[src/rtl/hack_pkg.sv]
// Shared Hack memory-hierarchy definitions: word/address widths and the RAM8 sweep FSM states.
package hack_pkg;

  localparam int unsigned WORD_W      = 16;
  localparam int unsigned RAM8_ADDR_W = 3;
  localparam int unsigned RAM8_DEPTH  = 8;

  typedef enum logic {
    IDLE  = 1'b0,
    CLEAR = 1'b1
  } ram8_state_t;

endpackage

[src/rtl/hack_mux8way16.sv]
// 8-way word multiplexer; purely combinational read select.
module hack_mux8way16
  import hack_pkg::*;
#(
  parameter int unsigned WIDTH = WORD_W
) (
  input  logic [RAM8_DEPTH-1:0][WIDTH-1:0] i_d,
  input  logic [RAM8_ADDR_W-1:0]           i_sel,
  output logic [WIDTH-1:0]                 o_y_c
);

  assign o_y_c = i_d[i_sel];

endmodule

[src/rtl/hack_register16.sv]
// Single storage word with load enable and asynchronous active-high reset.
module hack_register16
  import hack_pkg::*;
#(
  parameter int unsigned WIDTH = WORD_W
) (
  input  logic             clk,
  input  logic             rst,
  input  logic             i_load,
  input  logic [WIDTH-1:0] i_d,
  output logic [WIDTH-1:0] o_q
);

  logic [WIDTH-1:0] r_q;

  always_ff @(posedge clk or posedge rst) begin
    if (rst) begin
      r_q <= '0;
    end else if (i_load) begin
      r_q <= i_d;
    end
  end

  assign o_q = r_q;

endmodule

[src/rtl/ram8_bank.sv]
// 8 x 16-bit register bank with a hardware clear sweep, busy flag and sticky dropped-write flag.
// Define RAM8_BYPASS_EN for write-through / sweep-through on the read path.
module ram8_bank
  import hack_pkg::*;
#(
  parameter int unsigned     WIDTH     = WORD_W,
  parameter logic [WIDTH-1:0] CLEAR_VAL = '0
) (
  input  logic                   clk,
  input  logic                   reset,
  input  logic [WIDTH-1:0]       in,
  input  logic                   load,
  input  logic [RAM8_ADDR_W-1:0] address,
  input  logic                   clear,
  output logic [WIDTH-1:0]       out,
  output logic                   busy,
  output logic                   load_drop
);

  ram8_state_t                      r_state;
  ram8_state_t                      w_state_nxt;
  logic [RAM8_ADDR_W-1:0]           r_idx;
  logic [RAM8_ADDR_W-1:0]           w_idx_nxt;
  logic                             r_load_drop;
  logic                             w_load_drop_nxt;
  logic                             w_busy;
  logic [RAM8_DEPTH-1:0]            w_word_load;
  logic [WIDTH-1:0]                 w_word_d;
  logic [RAM8_DEPTH-1:0][WIDTH-1:0] w_words;
  logic [WIDTH-1:0]                 w_mux_out;

  assign w_busy = (r_state == CLEAR);

  always_ff @(posedge clk or posedge reset) begin
    if (reset) begin
      r_state     <= IDLE;
      r_idx       <= '0;
      r_load_drop <= 1'b0;
    end else begin
      r_state     <= w_state_nxt;
      r_idx       <= w_idx_nxt;
      r_load_drop <= w_load_drop_nxt;
    end
  end

  // Sweep sequencing: clear is only honoured in IDLE, so a sweep is never restarted or extended.
  always_comb begin
    w_state_nxt     = r_state;
    w_idx_nxt       = r_idx;
    w_load_drop_nxt = r_load_drop | (load & w_busy);
    case (r_state)
      IDLE: begin
        if (clear) begin
          w_state_nxt = CLEAR;
          w_idx_nxt   = '0;
        end
      end
      CLEAR: begin
        w_idx_nxt = RAM8_ADDR_W'(r_idx + 1'b1);
        if (r_idx == RAM8_ADDR_W'(RAM8_DEPTH - 1)) begin
          w_state_nxt = IDLE;
        end
      end
      default: w_state_nxt = IDLE;
    endcase
  end

  assign w_word_d = w_busy ? CLEAR_VAL : in;

  for (genvar i = 0; i < RAM8_DEPTH; i++) begin : g_word
    assign w_word_load[i] = (load & ~w_busy & (address == RAM8_ADDR_W'(i)))
                          | (w_busy & (r_idx == RAM8_ADDR_W'(i)));

    hack_register16 #(.WIDTH(WIDTH)) u_reg (
      .clk    (clk),
      .rst    (reset),
      .i_load (w_word_load[i]),
      .i_d    (w_word_d),
      .o_q    (w_words[i])
    );
  end

  hack_mux8way16 #(.WIDTH(WIDTH)) u_mux (
    .i_d   (w_words),
    .i_sel (address),
    .o_y_c (w_mux_out)
  );

`ifdef RAM8_BYPASS_EN
  // Show the value that will be stored at the coming edge.
  always_comb begin
    out = w_mux_out;
    if (load && !w_busy) begin
      out = in;
    end else if (w_busy && (address == r_idx)) begin
      out = CLEAR_VAL;
    end
  end
`else
  assign out = w_mux_out;
`endif

  assign busy      = w_busy;
  assign load_drop = r_load_drop;

endmodule

[config.mk]
export PLATFORM = sky130hd
export DESIGN_NAME = ram8_bank
export DESIGN_NICKNAME = d
export VERILOG_FILES = /design/src/rtl/hack_pkg.sv /design/src/rtl/hack_mux8way16.sv /design/src/rtl/hack_register16.sv /design/src/rtl/ram8_bank.sv
export SDC_FILE = /design/constraint.sdc
export NUM_CORES = 1
export LEC_CHECK = 0
export CORE_MARGIN = 3
export CORE_UTILIZATION = 60
export DETAILED_ROUTE_END_ITERATION = 8
export PLACE_DENSITY = 0.8
export SLEW_MARGIN = 10
export SYNTH_ARGS = -nofsm -noshare
export SYNTH_HDL_FRONTEND = slang
export SYNTH_SLANG_ARGS = --single-unit
[constraint.sdc]
create_clock -name clk -period 5.6 [get_ports clk]
set_clock_uncertainty 0.1 [all_clocks]
set_input_delay 1.12 -clock clk [delete_from_list [all_inputs] [get_ports clk]]
set_output_delay 1.12 -clock clk [all_outputs]
set_load 0.02 [all_outputs]
==> results of run 1 <==
[registers in the layout, indices dropped and copies added (netlist names)]
name              flops
busy                  1
g_word.u_reg.o_q    128
load_drop             1
r_idx                 3
[stage by stage]
| stage | instance area, sq um | cells |
|---|---|---|
| after global routing | 7740 | 750 |
| final | 7740 | 750 |
| after detailed placement | 7160 | 719 |
| after global placement | 7160 | 719 |
| after CTS | 7740 | 750 |
| after floorplan | 6740 | 561 |
[placed cells by master, fill, tap and decap left out, types with 17 or more instances in the layout]
cell type,synthesis,layout
mux4_2,32,32
inv_1,20,19
mux2_2,17,17
clkdlybuf4s50_1,0,38
nand2b_1,17,17
mux2i_1,112,112
nand2_1,131,131
dfrtp_1,133,133
nand3_1,19,19
[how the worst max path moves through the flow]
stage | slack [ps] | endpoint | from | cells after the start
after floorplan | 830 | busy | reset | 1
after global placement | 1030 | out[8] | address[2] | 5
after detailed placement | 1010 | out[5] | address[2] | 5
after CTS | 1010 | out[5] | address[2] | 5
after global routing | 920 | out[9] | address[2] | 5
final | 1010 | out[5] | address[2] | 5
[where the power goes]
| part | switching [uW] | internal (uW) |
|---|---|---|
| clock | 414 | 686 |
| sequential | 159 | 1180 |
| combinational | 532 | 350 |
[cell families after synthesis]
logic type | count (synthesis) | share of synthesized area
multiplexers | 161 | 0.302
AO/OA/AOI/OAI | 20 | 0.0160
AND/OR/NAND/NOR | 184 | 0.126
buffers and inverters | 57 | 0.0516
flip-flops | 133 | 0.494
adder cells (fa/ha/maj) | 6 | 0.0111
[layer usage]
metal	up-vias	routed length [um]
met5	-	0
met4	0	576
met3	43	1010
met2	189	8160
met1	2434	7220
li1	2007	-
[worst max-delay path, cell delays in order]
cell and delay [ps]:
buf_2 620, buf_4 290, mux4_2 510, mux2_2 280, clkdlybuf4s50_1 540
[layout make-up]
class,instances,share of cell area
clock buffers,22,0.0624
clock inverters,9,0.0129
inverters,20,0.0100
multi-input cells,371,0.397
flip-flops and latches,133,0.430
well taps,140,0.0226
repair buffers,55,0.0650
==> impl_metrics.yaml, run 1 <==
final_layout:
  antenna-diode-count: 0
  multiInputGateArea_sq_mm: 0.00308
  drive_gt1_frac: 0.175
  area_growth_pct: 14.8
  nets: 627
  fin_util: 0.711
  register_area_sq_mm: 0.00333
  nFillCells: 712
timing:
  setup_slack_ps: 1010
  slew_violations: 0
  grt_setup_unrepaired: "no"
  tightest_slew_ps: 1170
  max_clock_freq_mhz: 218
  hold_viol: 0
  hold_slack_ps: 361
  period_share: 0.820
  fin_tns_setup_ps: 0
  slew_headroom: 0.220
  setup_viol: 0
  finalCriticalPeriod_ps: 4590
cts:
  hold_buffers: 0
  cts_num_sinks: 133
  path_clk_slew_ps: 60
  post_cts_resize_count: 0
  cts_tree: "yes"
  cts-root-buf: "clkbuf_8"
  cts_made_buffers: 17
  cts-htree-levels: 4
  cts.path.max_buffers: 2
  cts_setup_buffers: 0
  insertion_delay_ps: 540
yosys:
  ys_types: 30
  syn-num-nets: 590
  synth_cells: 561
  synth.most_common_cell: "dfrtp_1"
  async_reset_ff_frac: 1.00
  netlist_area_sq_mm: 0.00674
  synth_area_leaders: "dfrtp_1 (49%), mux2i_1 (17%), mux4_2 (11%)"
  synth_edf_count: 0
  synth_top_area_cell: "dfrtp_1"
  synth-main-ff-cell: "dfrtp_1"
  netlist.area_leader.share: 0.494
  ys_seq_area_frac: 0.494
  yosysWarnings: 0
  synth.avg_cell_area_sq_um: 12.0
  ys_ff_latch: 133
  synth_common_cells: "dfrtp_1 (133), nand2_1 (131), mux2i_1 (112)"
global_routing:
  busiest_layer: "met2"
  grtUsageMet1: 0.408
  use_met3: 0.0647
  gr-total-overflow: 0
  first_global_vias: 5002
  grt_use_met2: 0.436
  grt_antenna_before_repair: 0
  grt_pass1_wl_um: 27500
  grt_use_total: 0.290
  grt_max_degree: 70
hold_path:
  hold_end: "load_drop"
  min_path_type: "reg2reg"
  hold_start: "load_drop"
  worstHoldPathCells: 1
worst_setup_path:
  start_kind: "input pin"
  cp.required_ps: 4380
  crit_type: "in2out"
  worst_r2r_startpoint: "busy"
  crit_path_end_kind: "output port"
  reg2reg_depth: 6
  arrival_ps: 3370
  reg2reg_to: "g_word[3].u_reg.o_q[3]"
  cp_max_fo: 25
  setup.reg_to_reg.worst_slack_ps: 2620
place:
  dp.final_hpwl_um: 10600
  routabilityCongestion: 0.825
  io_buffers: 40
  place_ws_ps: 1010
die:
  io_pins: 41
  start_util: 0.619
  chipHeight_um: 112
  core_sq_mm: 0.0109
  fp.dieW_um: 112
  fp.dieArea_sq_mm: 0.0125
  rows: 38
run:
  drv_cap: 0
route:
  dr.pass1.iters: 5
  avgViaCountPerCell: 6.23
  drc_errors: 0
  vias: 4673
  detail-route-antenna-nets: 0
  avgRoutedWirePerCell_um: 22.6
  drt_iter0_markers: 353
  wl_um: 17000
power:
  power_density_mw_per_mm2: 430
  ir_worst_vdd_v: 0.000420
  power_uw: 3330
  leakage_uw: 0.00365
run_status:
  status: "finished, final reports clean"
Power figures use the tool's default switching activity.
==> run 2, diff against run 1 <==
clock period = 4.25 ns   (was 5.6 ns; I/O delays follow)
==> run 2 against run 1 <==
Utilization down 0.15 points. Register-to-register slack worse by 1100 ps. Power up 29%. Sequential power up 33%. Wire length down 2.5%. Critical path type unchanged. First-iteration DRC count down 25%. Final cell count down 0.40%.
==> impl_metrics.yaml, run 2 (synthesis gave the netlist of run 1 again) <==
route:
  vias: 4672
  detail-route-antenna-nets: 0
  avgViaCountPerCell: 6.25
  avgRoutedWirePerCell_um: 22.2
  drc_errors: 0
  dr.pass1.iters: 5
  wl_um: 16500
  drt_iter0_markers: 263
cts:
  cts-htree-levels: 4
  post_cts_resize_count: 0
  cts_made_buffers: 17
  cts-root-buf: "clkbuf_8"
  cts_num_sinks: 133
  cts.path.max_buffers: 2
  cts_tree: "yes"
  hold_buffers: 0
  cts_setup_buffers: 0
  insertion_delay_ps: 530
  path_clk_slew_ps: 60
run_status:
  status: "finished, final reports clean"
worst_setup_path:
  crit_path_end_kind: "output port"
  path_cells: "buf_2, buf_12, mux4_2, mux2_2, clkdlybuf4s50_1"
  crit_path_top_delay_cell: "mux4_2"
  start_kind: "input pin"
  crit_type: "in2out"
  cp_max_fo: 38
  cp.required_ps: 3300
  setup.reg_to_reg.worst_slack_ps: 1490
  cp_top_family: "buffers and inverters"
  critPathBufInv: 3
  slowest_delay_ps: 550
  arrival_ps: 2660
power:
  clockPowerShare: 0.318
  power.sequential.fraction: 0.415
  combPwrFrac: 0.267
  ir_worst_vdd_v: 0.000373
  internal-power_uw: 2870
  power_density_mw_per_mm2: 557
  power_switching_uw: 1430
  leakage_uw: 0.00363
  switching_share: 0.332
timing:
  slew_headroom: 0.419
  max_clock_freq_mhz: 277
  finalCriticalPeriod_ps: 3610
  slew_violations: 0
  hold_slack_ps: 359
  period_share: 0.849
  tightest_slew_ps: 869
  fin_tns_setup_ps: 0
  hold_viol: 0
  setup_viol: 0
  grt_setup_unrepaired: "no"
final_layout:
  antenna-diode-count: 0
  layout_commonest_cell: "dfrtp_1"
  area_growth_pct: 14.6
  final_cell_mix: "dfrtp_1 (133), nand2_1 (131), mux2i_1 (112), clkdlybuf4s50_1 (38), mux4_2 (32)"
  largest_reg_flops: 128
  fin_util: 0.710
  drive_gt1_frac: 0.165
  nets: 625
  layoutNonFillerInstCount: 747
die:
  chipHeight_um: 112
  start_util: 0.619
  io_pins: 41
  rows: 38
  core_sq_mm: 0.0109
  fp.dieW_um: 112
  fp.dieArea_sq_mm: 0.0125
global_routing:
  first_global_vias: 4986
  grt_max_degree: 69
  grt_antenna_before_repair: 0
  gr-total-overflow: 0
  grt_use_total: 0.286
  grt_pass1_wl_um: 27600
run:
  drv_cap: 0
place:
  dp.final_hpwl_um: 10700
  io_buffers: 40
  place_inst: 717
  routabilityCongestion: 0.835
hold_path:
  min_path_type: "reg2reg"
run 2: through the flow:
stage          power, uW  cell area [sq um]  setup slack (ps)
3_3_place_gp        2850               7180               667
3_5_place_dp        2920               7180               661
6_report            4300               7730               641
2_1_floorplan       2500               6750              1330
5_1_grt             4510               7730               616
4_1_cts             4290               7730               660
run 2: final timing paths:
kind,startpoint,to,depth (start not counted)
min reg2reg,load_drop,load_drop,1
min in group asynchronous,reset,g_word[3].u_reg.o_q[1],2
max,address[1],out[6],5
min,load_drop,load_drop,1
max reg2reg,busy,g_word[3].u_reg.o_q[4],5
max in group asynchronous,reset,g_word[2].u_reg.o_q[4],3
run 2: layer usage:
metal	GRT usage	wire length, um	vias up
met3	0.0625	1020	35
met1	0.401	7020	2446
met4	0.103	341	0
met5	0	0	-
met2	0.447	8170	185
li1	-	-	2006
run 2: final cells by class:
class / count / area [sq um]
well taps: 140 / 175
fillers: 720 / 3160
clock buffers: 26 / 498
clock inverters: 4 / 45.0
repair buffers: 53 / 526
multi-input cells: 371 / 3080
flip-flops and latches: 133 / 3330
inverters: 20 / 78.8
run 2: worst reg2reg max path: stages (launching register included):
cell and delay (ps):
dfrtp_1 600, buf_4 310, nor3b_4 340, buf_4 310
and2_0 690, o21ai_0 250
run 2: power groups by stage:
stage          Sequential [uW]  Combinational [uW]  Clock [uW]
5_1_grt                   1820                1260        1430
4_1_cts                   1770                1150        1370
3_3_place_gp              1770                1080           0
3_5_place_dp              1790                1130           0
2_1_floorplan             1700                 801           0
6_report                  1780                1150        1370
==> RTL change, RTL diff (flow settings as in run 2) <==
Add an input register stage for `clear`, with the module's reset; this delays it by one clock. The other inputs are not delayed to match.
--- a/src/rtl/ram8_bank.sv
+++ b/src/rtl/ram8_bank.sv
@@ -16,6 +16,16 @@
   output logic                   busy,
   output logic                   load_drop
 );
+
+  logic clear_q;
+
+  always_ff @(posedge clk or posedge reset) begin
+    if (reset) begin
+      clear_q <= '0;
+    end else begin
+      clear_q <= clear;
+    end
+  end
 
   ram8_state_t                      r_state;
   ram8_state_t                      w_state_nxt;
@@ -50,7 +60,7 @@
     w_load_drop_nxt = r_load_drop | (load & w_busy);
     case (r_state)
       IDLE: begin
-        if (clear) begin
+        if (clear_q) begin
           w_state_nxt = CLEAR;
           w_idx_nxt   = '0;
         end
Check against the original RTL: not equivalent (a bounded check fails within 4 cycles, from zero or initial values and one cycle with reset high).
==> RTL change against run 2 <==
- first-iteration DRC count grew 47%
- area after synthesis grew 0.37%
- power shrank 0.10%
- sequential cell count grew 1
- final area grew 0.73%
- critical path depth is the same
- critical endpoint is now out[0]
- setup slack lost 0.15 ns
- largest cell class unchanged
- count of clock-buffer cells in the layout is the same
- via count grew 0.83%
- critical path type unchanged
- largest power group unchanged
- wire length grew 2.8%
- fmax shrank 4.1%
==> RTL change: results (changes against run 2) <==
- The sequential-to-total area share from yosys stat came to 0.495 (+0.00187).
- The portion of netlist area occupied by mux cells came to 0.300 (-0.00111).
- The met2 usage in global routing was 0.450 (+0.00290).
- The global placer's final weighted congestion is 0.826 (-1.1%).
- The half-perimeter wire length after detailed placement is 10.9 mm (+1.3%).
- The number of DRC markers in iteration 0 is 387 (+47%).
- The worst hold path depth is 1 (unchanged).
- The largest net degree at the start of global routing is 89 (+29%).
- The detailed-route wire length per cell came to 22.6 um (+2.1%).
- The cell count after synthesis is 562 (+0.18%).
- CTS placed an instance of clkbuf_16 at the clock tree root.
- The global-route track usage on met1 came to 0.390 (-0.0107).
- The commonest cells after synthesis are dfrtp_1, nand2_1, mux2i_1.
- The detailed-routing wirelength on met1 is 6.90 mm (-1.7%).
- The utilization after layout is 0.712 (+0.00206).
- The fraction of final layout cells sized beyond drive strength 1 is 0.168 (+0.00356).
- The adder-cell share of the synthesized area is 0.0111 (-0.0000412).
- The number of nets in the final layout came to 630 (+0.80%).
- The maximum VDD drop is 0.000481 V (+29%).
- The hold slack is 0.382 ns (+0.0236 ns).
- The cell count after placement is 722 (+0.70%).
- The run finished with clean final reports.
- The total nets after synthesis came to 591 (+0.17%).
- The number of inserted filler cells in the final layout was 763 (+6.0%).
- The static leakage power came to 0.00366 uW (+0.79%).
- The placed instance area was 0.00724 mm^2 (+0.77%).
- The clock latency on the worst-skew pair is 0.42 ns (-0.11 ns).
- The path depth of the worst reg2reg path is 3 (-2).
- The met2 wire length is 8.30 mm (+1.6%).
- The via count of the routed design is 4711 (+0.83%).
- The reg-to-reg setup timing slack was 1.55 ns (+0.06 ns).
- The detailed route wirelength on metal3 was 1.28 mm (+26%).
-- RTL change: cell types whose count changed after synthesis --
cell     delta
dfrtp_1     +1
-- RTL change: worst max path at each step --
stage | start | endpoint | depth (start not counted)
global placement | address[2] | out[0] | 5
finish | address[2] | out[0] | 5
detailed placement | address[2] | out[9] | 5
global route | address[2] | out[9] | 5
floorplan | address[2] | out[10] | 4
CTS | address[2] | out[9] | 5
-- RTL change: layout make-up --
class	instances	share of cell area
Clock inverter	4	0.00579
Tap cell	140	0.0225
Multi-Input combinational cell	371	0.395
Inverter	20	0.0101
Clock buffer	26	0.0641
Timing Repair Buffer	57	0.0714
Sequential cell	134	0.431
-- RTL change: power breakdown --
group          total, uW  leakage, uW  internal, uW  switching [uW]
clock network       1370     0.000270           856             515
registers           1810      0.00183          1580             226
logic               1120      0.00156           465             652
-- RTL change: worst max-delay path: stages --
cell	delay [ns]
buf_2	0.35
buf_12	0.23
mux4_2	0.50
mux2_2	0.31
clkdlybuf4s50_1	0.55
